`src/rtl/jtag_cmd_pkg.sv`:
```
// jtag_cmd_pkg: shared encodings, widths and status layout for the JTAG command controller
package jtag_cmd_pkg;
  localparam int DR_W = 32;
  localparam int ADDR_W = 8;
  localparam int DATA_W = 16;
  localparam int CNT_W = 5;
  localparam int TIMEOUT_DEFAULT = 255;
  localparam logic [DATA_W-1:0] FILL_RDATA = 16'hDEAD;
  typedef enum logic [1:0] {OP_NOP = 2'b00, OP_WRITE = 2'b01, OP_READ = 2'b10, OP_CLEAR = 2'b11} op_e;
  typedef logic [1:0] state_t;
  localparam state_t S_IDLE = 2'd0;
  localparam state_t S_REQ = 2'd1;
  localparam state_t S_DONE = 2'd2;
  // field order fixes the status word layout, MSB first
  typedef struct packed {
    logic busy;
    logic timeout_err;
    logic overrun;
    logic [CNT_W-1:0] txn_count;
    logic [ADDR_W-1:0] last_addr;
    logic [DATA_W-1:0] last_rdata;
  } status_t;
endpackage

```
`src/rtl/jtag_user_dr.sv`:
```
// jtag_user_dr: 32-bit capture/shift user data register behind one JTAGG chain
module jtag_user_dr
  import jtag_cmd_pkg::*;
(
  input  logic            clk,
  input  logic            rst,
  input  logic            ce,
  input  logic            shift,
  input  logic            tdi,
  input  logic [DR_W-1:0] capture,
  output logic [DR_W-1:0] sr
);
  always_ff @(posedge clk)
    if (rst) sr <= '0;
    else if (ce) sr <= shift ? {tdi, sr[DR_W-1:1]} : capture;
endmodule

```
`src/rtl/jtag_cmd_controller.sv`:
```
// jtag_cmd_controller: turns ER1 command scans into bus transactions and reports status on ER2
module jtag_cmd_controller
  import jtag_cmd_pkg::*;
#(
  parameter int TIMEOUT_CYCLES = TIMEOUT_DEFAULT
) (
  input  logic              JTCK,
  input  logic              reset,
  input  logic              JTDI,
  input  logic              JSHIFT,
  input  logic              JUPDATE,
  input  logic              JCE1,
  input  logic              JCE2,
  output logic              JTDO1,
  output logic              JTDO2,
  output logic              bus_req,
  output logic              bus_we,
  output logic [ADDR_W-1:0] bus_addr,
  output logic [DATA_W-1:0] bus_wdata,
  input  logic              bus_ack,
  input  logic [DATA_W-1:0] bus_rdata,
  output logic              busy
);
  localparam int TW = $clog2(TIMEOUT_CYCLES + 1);
  logic [DR_W-1:0] sr1, sr2;
  state_t state;
  logic sel_er2, timeout_err, overrun, upd, tmo_hit, unused_ok;
  logic [CNT_W-1:0] txn_count;
  logic [ADDR_W-1:0] last_addr;
  logic [DATA_W-1:0] last_rdata;
  logic [TW-1:0] tmo_cnt;
  op_e op;
  status_t status;
  assign busy = state != S_IDLE;
  assign op = op_e'(sr1[31:30]);
  assign upd = JUPDATE && !sel_er2;
  assign tmo_hit = tmo_cnt == TW'(TIMEOUT_CYCLES - 1);
  assign status = {busy, timeout_err, overrun, txn_count, last_addr, last_rdata};
  assign JTDO1 = sr1[0];
  assign JTDO2 = sr2[0];
  assign unused_ok = ^{sr1[29:24], sr2[DR_W-1:1]};
  jtag_user_dr u_er1 (.clk(JTCK), .rst(reset), .ce(JCE1), .shift(JSHIFT), .tdi(JTDI), .capture('0), .sr(sr1));
  jtag_user_dr u_er2 (.clk(JTCK), .rst(reset), .ce(JCE2), .shift(JSHIFT), .tdi(JTDI), .capture(status), .sr(sr2));
  always_ff @(posedge JTCK)
    if (reset) begin
      state <= S_IDLE;
      sel_er2 <= 1'b0;
      bus_req <= 1'b0;
      bus_we <= 1'b0;
      bus_addr <= '0;
      bus_wdata <= '0;
      timeout_err <= 1'b0;
      overrun <= 1'b0;
      txn_count <= '0;
      last_addr <= '0;
      last_rdata <= '0;
      tmo_cnt <= '0;
    end else begin
      if (JCE1) sel_er2 <= 1'b0;
      else if (JCE2) sel_er2 <= 1'b1;
      if (upd && state != S_IDLE) overrun <= 1'b1;
      if (state == S_IDLE && upd && (op == OP_WRITE || op == OP_READ)) begin
        state <= S_REQ;
        bus_req <= 1'b1;
        bus_we <= op == OP_WRITE;
        bus_addr <= sr1[23:16];
        bus_wdata <= sr1[15:0];
        tmo_cnt <= '0;
      end else if (state == S_IDLE && upd && op == OP_CLEAR) begin
        timeout_err <= 1'b0;
        overrun <= 1'b0;
        txn_count <= '0;
      end else if (state == S_REQ) begin
        // ack is checked first so a coincident ack beats the timeout
        if (bus_ack || tmo_hit) begin
          state <= S_DONE;
          bus_req <= 1'b0;
          last_addr <= bus_addr;
          if (!bus_ack) timeout_err <= 1'b1;
          if (!bus_ack) last_rdata <= FILL_RDATA;
          else if (!bus_we) last_rdata <= bus_rdata;
        end else tmo_cnt <= tmo_cnt + 1'b1;
      end else if (state == S_DONE) begin
        state <= S_IDLE;
        txn_count <= txn_count + 1'b1;
      end
    end
endmodule

```
`config.mk`:
```
export PLATFORM = sky130hd
export DESIGN_NAME = jtag_cmd_controller
export DESIGN_NICKNAME = d
export VERILOG_FILES = /design/src/rtl/jtag_cmd_pkg.sv /design/src/rtl/jtag_user_dr.sv /design/src/rtl/jtag_cmd_controller.sv
export SDC_FILE = /design/constraint.sdc
export NUM_CORES = 1
export LEC_CHECK = 0
export BUFFER_PORTS_ARGS = -buffer_cell sky130_fd_sc_hd__clkbuf_2
export CORE_ASPECT_RATIO = 0.8
export CORE_UTILIZATION = 61
export CTS_BUF_LIST = sky130_fd_sc_hd__clkbuf_4 sky130_fd_sc_hd__clkbuf_8
export DETAILED_ROUTE_END_ITERATION = 7
export MAX_ROUTING_LAYER = met4
export PLACE_DENSITY = 0.88
export SLEW_MARGIN = 10
export SYNTH_ARGS = -nofsm -noshare
export SYNTH_HDL_FRONTEND = slang
export SYNTH_SLANG_ARGS = --single-unit
```
`constraint.sdc`:
```
create_clock -name JTCK -period 2.55 [get_ports JTCK]
set_clock_uncertainty 0.2 [all_clocks]
set_input_delay 0.51 -clock JTCK [delete_from_list [all_inputs] [get_ports JTCK]]
set_output_delay 0.51 -clock JTCK [all_outputs]
set_load 0.01 [all_outputs]
```
# --- Word-level counts from Yosys, hierarchy flattened ---
# Index checks and enable logic that the tools add are counted.
classes:
  eq_ne: 12
  div_mod_pow: 0
  n_addsub: 2
  n_mux: 23
  n_bitwise: 3
  n_reduce_logical: 27
  mul: 0
  shifts: 0
  n_lt_le_gt_ge: 0
ops:
  columns: ["op", "count"]
  rows:
  - ["32-bit 2-to-1 mux", 2]
  - ["16-bit 2-to-1 mux", 2]
  - ["5-bit 2-to-1 mux", 3]
  - ["3-bit AND reduction", 5]
  - ["2-bit nonzero test", 7]
  - ["1-bit 2-to-1 mux", 13]
  - ["8-bit by 1-bit adder with 8-bit output, second input constant", 1]
  - ["8-bit equality test, second input constant", 1]
  - ["4-bit AND reduction", 2]
  - ["2-bit equality test, second input constant", 3]
  - ["2-bit 2-to-1 mux", 3]
  - ["2-bit inequality test, second input constant", 3]
  - ["5-bit by 1-bit adder with 5-bit output, second input constant", 1]
  - ["1-bit logical AND", 5]
  - ["5-bit AND reduction", 1]
  - ["2-bit by 1-bit equality test with 1-bit output, second input constant", 2]
  - ["2-bit by 1-bit inequality test with 1-bit output, second input constant", 2]
  - ["2-bit OR reduction", 2]
  - ["3-bit by 2-bit inequality test with 1-bit output, second input constant", 1]
  - ["1-bit NOT", 3]
  - ["3-bit nonzero test", 1]
  - ["2-bit zero test", 1]
  - ["1-bit logical OR", 2]
  - ["1-bit zero test", 1]
word_totals:
  memories: 0
  input_bits: 24
  reg_bits: 132
  romBits: 0
  ramBits: 0
  latch_bits: 0
  out_inout_bits: 29

# --- Depth between registers and ports, before layout ---
# Gate-level depths: netlist of run 1.
depth:
  depth_word: 6
  depth_mapped: 9

# --- Hierarchy ---
# A second synthesis of run 1 with hierarchy kept.
unflattened:
  hier_cells: 599
  area_unflattened_um2: 5674.2
by_module_without_submodules:
  columns: ["mod", "cells_each", "n_inst", "area_each_um2"]
  rows:
  - ["jtag_user_dr", 142, 2, 1437.6]
  - ["jtag_cmd_controller", 315, 1, 2798.9]

# --- Least setup slack after synthesis of run 1 ---
# OpenSTA, ideal clock, no wires.
synth_timing:
  kind: "register -> register"
  start: "register state[0]"
  end: "register tmo_cnt[3]"
  path_buffers: 3
  arrival_ns: 1.902
  stages_incl_launch_ff: 10
  path_slack_ns: 0.389
  setup_ns: 0.059
  cell_sequence: "dfxtp_1 inv_1 ha_1 buf_2 nor4bb_1 clkbuf_1 or2_0 buf_2 or4_1 nand2_1"
synth_via:
  elab_chain_len: 5
  elab_cells_between_ends: 8
  cone_classes: "1 x eq/ne; 1 x bitwise; 6 x reduce/logical"
synth_lines:
  columns: ["element", "line", "rtl"]
  rows:
  - ["start, declared", "jtag_cmd_controller.sv:26", "state_t state;"]
  - ["start signal, assigned", "jtag_cmd_controller.sv:46", "state <= S_IDLE;"]
  - ["start signal, assigned", "jtag_cmd_controller.sv:63", "state <= S_REQ;"]
  - ["start signal, assigned", "jtag_cmd_controller.sv:76", "state <= S_DONE;"]
  - ["2-bit zero test", "jtag_cmd_controller.sv:62, jtag_cmd_controller.sv:69", null]
  - ["1-bit logical AND", "jtag_cmd_controller.sv:62, jtag_cmd_controller.sv:69", null]
  - ["1-bit logical AND", "jtag_cmd_controller.sv:69", "end else if (state == S_IDLE && upd && op == OP_CLEAR) begin"]
  - ["1-bit NOT (no source line)", null, null]
  - ["3-bit AND reduction (no source line)", null, null]
  - ["end signal, assigned", "jtag_cmd_controller.sv:82", "end else tmo_cnt <= tmo_cnt + 1'b1;"]
  - ["end, declared", "jtag_cmd_controller.sv:31", "logic [TW-1:0] tmo_cnt;"]
# Parallel ways exist; a longest one is shown, timed or not.
# A chain may end at the register's enable or synchronous reset.

# --- Worst setup path after layout of run 1 ---
layout_timing:
  start: "register u_er1.sr[31]"
  end: "register last_addr[4]"
layout_via:
  elab_chain_len: 5
  elab_cells_between_ends: 9
  cone_classes: "3 x eq/ne; 2 x bitwise; 4 x reduce/logical"
layout_lines:
  columns: ["element", "line", "rtl"]
  rows:
  - ["start, declared", "jtag_user_dr.sv:11", "output logic [DR_W-1:0] sr"]
  - ["start signal, assigned", "jtag_user_dr.sv:15", "else if (ce) sr <= shift ? {tdi, sr[DR_W-1:1]} : capture;"]
  - ["2-bit by 1-bit equality test with 1-bit output / 2-bit equality test (equally long branches)", "jtag_cmd_controller.sv:62", "if (state == S_IDLE && upd && (op == OP_WRITE || op == OP_READ)) begin"]
  - ["1-bit logical OR", "jtag_cmd_controller.sv:62", null]
  - ["1-bit logical AND", "jtag_cmd_controller.sv:62", null]
  - ["1-bit NOT (no source line)", null, null]
  - ["4-bit AND reduction (no source line) (*)", null, null]
  - ["end signal, assigned", "jtag_cmd_controller.sv:78", "last_addr <= bus_addr;"]
  - ["end, declared", "jtag_cmd_controller.sv:29", "logic [ADDR_W-1:0] last_addr;"]
# Every way passes the cells marked *; elsewhere a longest branch is shown, timed or not.

==> results_dict.tcl, run 1 <==
set metrics [dict create \
    slew_violations 0 \
    fmax_mhz 433.1 \
    clock_sinks 132 \
    ant_nets 0 \
    initial_core_util 0.6287 \
    reg2regPathDepth 6 \
    synthTopCellsByArea "dfxtp_1, mux2i_1, a21oi_1, a211oi_1, a22o_1" \
    total_switching_power_mw 0.9628 \
    worstSetupPathType "reg -> reg" \
    p_clk_frac 0.409 \
    grt_use_total 0.2824 \
    synth-edff-count 0 \
    synth-seq-cells 132 \
    grt_antenna_before_repair 0 \
    post_cts_buffers 0 \
    tightestPinTransition_ps 659.9 \
    core-area_mm2 0.008446 \
    tns_ps 0 \
    timing.rr.end "last_addr[4]" \
    clkLatencyLatePin_ps 450 \
    die_h_um 85.45 \
    startpoint_type "flip-flop" \
    slew_headroom 0.5601 \
    pwr-share-seq 0.527 \
    p_total_mw 4.033 \
    regArea_mm2 0.002643 \
    vdd_ir_drop_max_mv 0.4129 \
    routedWlPerCell_um 16.03 \
    multi_input_area_mm2 0.002481 \
    clock_path_buffers 2 \
    postSynth.asyncResetShare 0 \
    cp.arrival_ps 2480 \
    ys.flop_type "dfxtp_1" \
    hp-class "in -> reg" \
    reg2reg_from "u_er1.sr[31]" \
    io_pins 53 \
    drv_cap 0 \
    route.detailed.drc 0 \
    p_int_mw 3.070 \
    status "finished clean" \
    die_area_mm2 0.009085 \
    syn_to_final_growth_pct 14.02 \
    yosysMostFrequentCell "dfxtp_1" \
    min_period_ps 2309 \
    synth_top_cell_by_area "dfxtp_1" \
    clk_pin_slew_ps 70 \
    htreeDepth 4 \
    leakage_nw 2.294 \
    cts_resized 0 \
    placed_area_mm2 0.005679 \
    power.density_mw_per_mm2 666.1 \
    final_cell_area_mm2 0.006055 \
    rsz0062_at_grt "false" \
    vias 4346 \
    critical_path.endpoint "last_addr[4]" \
    drive_above_1_share 0.1653 \
    post_synth.cell_area_avg_um2 9.332 \
    numCtsBuffers 17 \
    routed_wl_um 11790 \
    netlist_area_mm2 0.005310 \
    cts_hold_buf 0 \
    vias_per_cell 5.913 \
    cts_root_buf "clkbuf_8" \
    gr-total-overflow 0 \
    synth-warning-count 0 \
    fin_crit_sh 0.9055 \
    fill_cells 592 \
    ys_types 45 \
    regToRegSetupSlack_ps 240 \
    syn_inst 569 \
    firstDrtPassIters 5 \
    grt_pass1_vias 4115 \
    grt_max_degree 63 \
    critPathCaptureType "flip-flop" \
    setup_viol 0 \
    finalHoldViolations 0 \
    rows 30 \
    worstSetupStartpoint "u_er1.sr[31]" \
    diodes 0 \
    yosysSeqAreaShare 0.4976 \
    die_w_um 106.3 \
    portBuffers 52 \
    grt_pass1_wl_um 19240 \
    netlist.area_leader.share 0.4976 \
    layout.nets 644 \
    p_comb_frac 0.064 \
    switching_share 0.2388 \
    dpl.hpwl_um 7684 \
    syn-num-nets 602 \
    worstPathMaxFanout 17 \
    synth_common_cells "dfxtp_1, nand2_1, a21oi_1, nor2_1, mux2i_1" \
    routabilityCongestion 0.8659 \
    drtIter0Drc 298 \
    required_ps 2720 \
    cts_tree "done" \
]
## sequential cells by signal, summed over array words and instances, names as in the netlist, 2 cells and up
signal and flops:
txn_count 5, u_er2.sr 32, bus_wdata 16, last_addr 8, bus_addr 8, u_er1.sr 32
last_rdata 16, state 2, tmo_cnt 8
## through the flow
step / worst slack, ps / util / hold slack (ps) / cells
2_1_floorplan: 388.7 / - / 239.6 / 569
3_3_place_gp: 404.3 / 0.6724 / 242.1 / 704
3_5_place_dp: 303.6 / 0.6724 / 249.1 / 704
4_1_cts: 240.8 / 0.7169 / 107.8 / 735
5_1_grt: 77.91 / 0.7169 / 127.7 / 735
6_report: 241.0 / 0.7169 / 124.9 / 735
## worst min-delay path by stage
stage               cells after the start             to    startpoint
global placement                        2   bus_wdata[0]  bus_wdata[0]
floorplan                               2    timeout_err   timeout_err
detailed placement                      2   bus_wdata[6]  bus_wdata[6]
CTS                                     3  last_rdata[4]  bus_rdata[4]
global route                            3  last_rdata[6]  bus_rdata[6]
finish                                  3  last_rdata[6]  bus_rdata[6]
## final cells by class
| cell class | count | share of cell area |
|---|---|---|
| tap | 112 | 0.02315 |
| sequential | 132 | 0.4365 |
| clock buffer | 23 | 0.04918 |
| clock inverter | 8 | 0.01281 |
| multi-input combinational | 386 | 0.4098 |
| timing repair buffer | 68 | 0.06489 |
| inverter | 6 | 0.003720 |
## worst max-delay path: stages, from the launching register on
cell and delay [ps]:
dfxtp_1 370, inv_1 60, ha_1 360, nand2b_1 120, a31o_1 450, nor2_4 410
mux2i_1 260
## logic make-up (layout without fill, tap and decap cells)
group,after synthesis,in the layout,share of synthesized area
xor+xnor,6,6,0.009896
simple gates,193,193,0.1845
compound gates,138,138,0.1734
fa+ha+maj,9,9,0.02121
mux,40,40,0.07540
buf+inv,51,105,0.03794
flops,132,132,0.4976
## cells in the final DEF, fill, tap and decap left out, types with 3 or more instances in the layout
cell	netlist	routed
nand3_1	13	13
inv_1	6	6
nor2_1	48	48
a21oi_1	54	54
clkbuf_4	0	3
nand2_1	57	57
nor3_1	12	12
o21ai_0	9	9
or3_1	3	3
xnor2_1	5	5
clkbuf_2	0	51
o211ai_1	4	4
a211oi_1	34	34
buf_4	0	15
dfxtp_1	132	132
mux2i_1	40	40
or4_1	3	3
nand4_1	5	5
clkbuf_8	0	20
clkinv_2	0	3
nand2b_1	25	25
a22o_1	25	25
nor4b_1	13	13
ha_1	9	9
## routing by layer
layer	track usage	routed length [µm]	share of wire	up-vias
met3	0.07757	630	0.053	40
met2	0.4357	5642	0.48	126
met4	0.1477	363	0.031	0
met1	0.3377	5149	0.44	2061
met5	-	0	0	-
li1	-	-	-	2119
## power groups by stage
stage	Combinational, mW	Sequential [mW]	Clock [mW]
2_1_floorplan	0.179	2.16	0
3_3_place_gp	0.242	2.17	0
3_5_place_dp	0.251	2.17	0
4_1_cts	0.255	2.12	1.67
5_1_grt	0.280	2.13	1.76
6_report	0.258	2.12	1.65
No activity file was read; power rests on OpenSTA's default activity.
==> run 2, diff against run 1 <==
- SYNTH_HIERARCHICAL: unset -> 1
==> run 2 against run 1 <==
Synthesized cell count grew 5.3%. Area after synthesis grew 6.9%. Cell area grew 6.7%. Wire length shrank 0.92%. Maximum frequency grew 2.1%. Sequential power grew 6%. Largest cell class is now multi-input gates.
==> results_dict.tcl, run 2 <==
set metrics [dict create \
    grt_max_degree 66 \
    diodes 0 \
    die_area_mm2 0.009694 \
    initial_core_util 0.6279 \
    worstPathMaxFanout 31 \
    slew_violations 0 \
    clock_sinks 132 \
    crit_family "simple AND/OR/NAND/NOR gates" \
    tns_ps 0 \
    yosysSeqAreaShare 0.4657 \
    pre_cts_slack_ps 245.7 \
    netlist_area_mm2 0.005674 \
    slowest_stage "or4_4" \
    layout_commonest_cell "dfxtp_1" \
    critPathCaptureType "flip-flop" \
    route.detailed.drc 0 \
    slew_headroom 0.5830 \
    cp.arrival_ps 2430 \
    rsz0062_at_grt "false" \
    syn_inst 599 \
    yosysMostFrequentCell "dfxtp_1" \
    vias 4518 \
    die_w_um 109.8 \
    drive_above_1_share 0.1716 \
    drtIter0Drc 264 \
    routed_wl_um 11680 \
    synthAdderAreaFrac 0.01985 \
    post_cts_buffers 0 \
    ys.flop_type "dfxtp_1" \
    synth-edff-count 0 \
    multi_input_area_mm2 0.002818 \
    min_from "bus_rdata[1]" \
    min_period_ps 2260 \
    crit_chain "inv_1 > ha_1 > and4bb_4 > or4_4 > nor4_1 > a31o_1" \
    postSynth.asyncResetShare 0 \
    synth_compound_area_frac 0.1731 \
    layout.nets 704 \
    cts_hold_buf 0 \
    worstSetupStartpoint "state[0]" \
    dpl.hpwl_um 7678 \
    portBuffers 52 \
    synth_top_family_by_area "compound AO/OA/AOI/OAI gates" \
    netlist.area_leader.share 0.4657 \
    fmax_mhz 442.4 \
    die_h_um 88.27 \
    leakage_nw 2.628 \
    p_total_mw 4.488 \
    hp-class "in -> reg" \
    numCtsBuffers 17 \
    setup_viol 0 \
    synth-seq-cells 132 \
    fill_cells 636 \
    routabilityCongestion 0.8390 \
    cts_tree "done" \
    regArea_mm2 0.002643 \
    synthMuxAreaShare 0.1290 \
    cts_root_buf "clkbuf_8" \
    syn_to_final_growth_pct 13.80 \
    synthTopCellsByArea "dfxtp_1, mux2i_1, a211oi_1, nand2_1, nor2_1" \
    grt_antenna_before_repair 0 \
    status "finished clean" \
    grt_pass1_wl_um 18650 \
    critical_path.max_stage_delay_ps 550 \
    htreeDepth 4 \
    tightestPinTransition_ps 625.5 \
    synth_common_cells "dfxtp_1, nand2_1, nor2_1, mux2i_1, a211oi_1" \
    firstDrtPassIters 5 \
    ant_nets 0 \
    vias_per_cell 5.669 \
    rows 31 \
    finalHoldViolations 0 \
    vdd_ir_drop_max_mv 0.4809 \
    reg2reg_from "state[0]" \
    power.density_mw_per_mm2 694.9 \
    synth_xor_area_frac 0.004631 \
    clkLatencyLatePin_ps 430 \
    synth-warning-count 6 \
    clk_pin_slew_ps 70 \
    critPathBufInv 1 \
    synth_top_cell_by_area "dfxtp_1" \
    clock_path_buffers 2 \
    core-area_mm2 0.009037 \
    startpoint_type "flip-flop" \
    required_ps 2720 \
    ys_types 50 \
    drv_cap 0 \
    final_cell_mix "dfxtp_1, nand2_1, nor2_1" \
    grt_use_total 0.2619 \
    yosys.area_share.simple 0.1488 \
    io_pins 53 \
    post_synth.cell_area_avg_um2 9.473 \
    routedWlPerCell_um 14.65 \
    gr-total-overflow 0 \
    worstSetupPathType "reg -> reg" \
    fin_crit_sh 0.8864 \
    reg_top3 "u_er1/sr: 32 flops, u_er2/sr: 32 flops" \
    cts_resized 0 \
    setup_ws_ps 289.6 \
    grt_pass1_vias 4028 \
]
==> run 2: changes by cell type after synthesis, sizes merged, moves of 23 or more <==
| cell | delta |
|---|---|
| a211oi | +33 |
| mux2i | +32 |
| nor2 | +27 |
| a22o | -25 |
| nand2 | +25 |
| nand2b | -23 |
==> run 2: final cells by class <==
cell class,instances,share of cell area
clock buffer,26,0.05154
sequential,132,0.4092
multi-input combinational,445,0.4363
timing repair buffer,65,0.06394
inverter,10,0.005813
clock inverter,4,0.01085
tap,115,0.02228
==> run 2: worst paths after layout <==
path	end	slack (ps)	cells after the start
worst max-delay path	txn_count[4]	290	6
worst min-delay path	last_rdata[1]	100	3
worst max register to register	txn_count[4]	290	6
worst min register to register	last_addr[2]	250	2
==> run 2: kinds of logic (layout without fill, tap and decap cells) <==
| kind of cell | count (synthesis) | in the layout |
|---|---|---|
| multiplexers | 73 | 73 |
| adder cells (fa/ha/maj) | 9 | 9 |
| XOR/XNOR | 3 | 3 |
| AND/OR/NAND/NOR | 190 | 190 |
| buffers and inverters | 53 | 105 |
| other | 1 | 32 |
| flip-flops | 132 | 132 |
| AO/OA/AOI/OAI | 138 | 138 |
==> run 2: per-stage QoR <==
step / area, µm² / utilization / hold WS (ps) / instances
6_report: 6457 / 0.7145 / 99.69 / 797
5_1_grt: 6457 / 0.7145 / 87.48 / 797
4_1_cts: 6457 / 0.7145 / 78.77 / 797
3_5_place_dp: 6055 / 0.6699 / 248.7 / 767
3_3_place_gp: 6055 / 0.6699 / 241.3 / 767
2_1_floorplan: 5791 / - / 234.1 / 630
==> run 2: per-layer routing <==
metal,global-route usage,wire (µm),vias to the layer above
met5,-,0,-
met3,0.08100,624,27
met2,0.4051,5485,123
met1,0.3197,5329,2114
met4,0.1030,238,0
li1,-,-,2254
==> run 2: worst register-to-register path: cells and delay by family, from the launching register on <==
| family | cells | cell delay [ps] |
|---|---|---|
| flip-flops | 1 | 370 |
| buffers and inverters | 1 | 90 |
| adder cells (fa/ha/maj) | 1 | 280 |
| AO/OA/AOI/OAI | 1 | 130 |
| AND/OR/NAND/NOR | 3 | 1140 |
==> run 2: report_power, final <==
group / switching (mW) / internal (mW)
Sequential: 0.0698 / 2.17
Combinational: 0.289 / 0.198
Clock: 0.733 / 1.03
Total: 1.09 / 3.40
==> run 3, diff against run 2 <==
- CELL_PAD_IN_SITES_DETAIL_PLACEMENT: unset -> 0
- CELL_PAD_IN_SITES_GLOBAL_PLACEMENT: unset -> 1
- CORE_UTILIZATION: 61 -> 47
- PLACE_DENSITY: 0.88 -> 0.87
==> run 3 against run 2 <==
Cell area increased by 1.6%. Largest cell class unchanged. Largest power group unchanged. Die area grew 29%. Final cell count increased by 3.8%. Sequential share of layout area is 0.66 points lower.
==> results_dict.tcl, run 3 (synthesized netlist as in run 2, its figures left out) <==
set metrics [dict create \
    worstSetupPathType "reg -> reg" \
    vias_per_cell 5.285 \
    slew_violations 0 \
    multi_input_area_mm2 0.002818 \
    routed_wl_um 11840 \
    io_pins 53 \
    regToRegSetupSlack_ps 230 \
    diodes 0 \
    portBuffers 52 \
    hold_ws_ps 109.9 \
    grt_pass1_wl_um 19620 \
    hold_end "last_rdata[6]" \
    gr-total-overflow 0 \
    critPathBufInv 1 \
    routedWlPerCell_um 14.32 \
    fin_crit_sh 0.9080 \
    clock_sinks 132 \
    startpoint_type "flip-flop" \
    timing.rr.end "txn_count[4]" \
    dpl.hpwl_um 7286 \
    min_from "bus_rdata[6]" \
    rows 35 \
    cts_hold_buf 0 \
    reg2regPathDepth 6 \
    route.detailed.drc 0 \
    core-area_mm2 0.01165 \
    tns_ps 0 \
    final_cell_mix "dfxtp_1, nand2_1, nor2_1" \
    finalHoldViolations 0 \
    min_period_ps 2315 \
    drtIter0Drc 257 \
    fill_cells 1054 \
    cts_tree "done" \
    die_h_um 100.3 \
    grt_use_total 0.2016 \
    worstPathMaxFanout 31 \
    required_ps 2710 \
    crit_chain "inv_1 > ha_1 > and4bb_4 > or4_4 > nor4_1 > a31o_1" \
    reg2reg_from "u_er1/sr[31]" \
    numCtsBuffers 17 \
    grt_max_degree 105 \
    clk_pin_slew_ps 70 \
    cts_root_buf "clkbuf_8" \
    slew_headroom 0.6044 \
    cp.arrival_ps 2480 \
    regArea_mm2 0.002643 \
    grt_pass1_vias 4017 \
    initial_core_util 0.4871 \
    crit_family "simple AND/OR/NAND/NOR gates" \
    setup_viol 0 \
    clock_path_buffers 2 \
    leakage_nw 2.649 \
    slowest_stage "or4_4" \
    die_w_um 124.8 \
    clkLatencyLatePin_ps 420 \
    layout_commonest_cell "dfxtp_1" \
    status "finished clean" \
    vias 4371 \
    syn_to_final_growth_pct 15.68 \
    drive_above_1_share 0.1679 \
    drv_cap 0 \
    rsz0062_at_grt "false" \
    routabilityCongestion 0.8072 \
    hp-class "in -> reg" \
    grt_antenna_before_repair 0 \
    tightestPinTransition_ps 578.5 \
    critPathCaptureType "flip-flop" \
    cts_resized 0 \
    ant_nets 0 \
    post_cts_buffers 0 \
    firstDrtPassIters 4 \
    layout.nets 699 \
    whs_path_depth 3 \
    vdd_ir_drop_max_mv 0.3870 \
    fmax_mhz 431.9 \
    critical_path.max_stage_delay_ps 560 \
    htreeDepth 4 \
    power.density_mw_per_mm2 747.8 \
    reg_top3 "u_er1/sr: 32 flops, u_er2/sr: 32 flops" \
    die_area_mm2 0.01252 \
]
-- run 3: cell types whose count changed in the layout (fill, tap and decap cells not counted), sizes merged --
cell / before / now
clkbuf: 76 / 74
bufinv: 2 / 6
buf: 15 / 10
-- run 3: through the flow --
stage	power, mW	std cells	area [µm²]	utilization	setup slack (ps)
2_1_floorplan	2.640	630	5791	-	551.2
4_1_cts	4.957	827	6564	0.5635	251.0
6_report	4.908	827	6564	0.5635	234.7
5_1_grt	5.107	827	6564	0.5635	21.23
3_5_place_dp	2.760	795	6058	0.5201	272.5
3_3_place_gp	2.741	795	6058	0.5201	340.2
-- run 3: routing by layer --
| layer | share of wire | track usage | up-vias |
|---|---|---|---|
| met2 | 0.45 | 0.3120 | 60 |
| li1 | - | - | 2241 |
| met5 | 0 | - | - |
| met1 | 0.51 | 0.2608 | 2058 |
| met4 | 0.0095 | 0.04972 | 0 |
| met3 | 0.037 | 0.05704 | 12 |
-- run 3: where the power goes --
part           total, mW  internal [mW]  switching, mW
sequential          2.24           2.17         0.0695
clock               2.19           1.40          0.784
combinational      0.485          0.195          0.290
total               4.91           3.76           1.14
-- run 3: cell type report --
type,instances,share of cell area
Clock buffer,24,0.04746
Clock inverter,8,0.02955
Inverter,10,0.005719
Multi-Input combinational cell,445,0.4293
Sequential cell,132,0.4026
Tap cell,148,0.02821
Timing Repair Buffer,60,0.05719
-- run 3: worst max-delay path by stage --
stage	cells after the start	slack, ps	to	from
floorplan	6	550	txn_count[0]	u_er1/sr[31]
global placement	6	340	txn_count[4]	u_er1/sr[31]
detailed placement	6	270	txn_count[4]	state[0]
CTS	6	250	txn_count[4]	state[0]
global route	6	20	txn_count[4]	u_er1/sr[31]
finish	6	230	txn_count[4]	u_er1/sr[31]
-- run 3: worst reg2reg max path, cell delays in order, from the launching register on --
cell      delay, ps
dfxtp_1         380
inv_1            60
ha_1            300
and4bb_4        370
or4_4           560
nor4_1          260
a31o_1          140
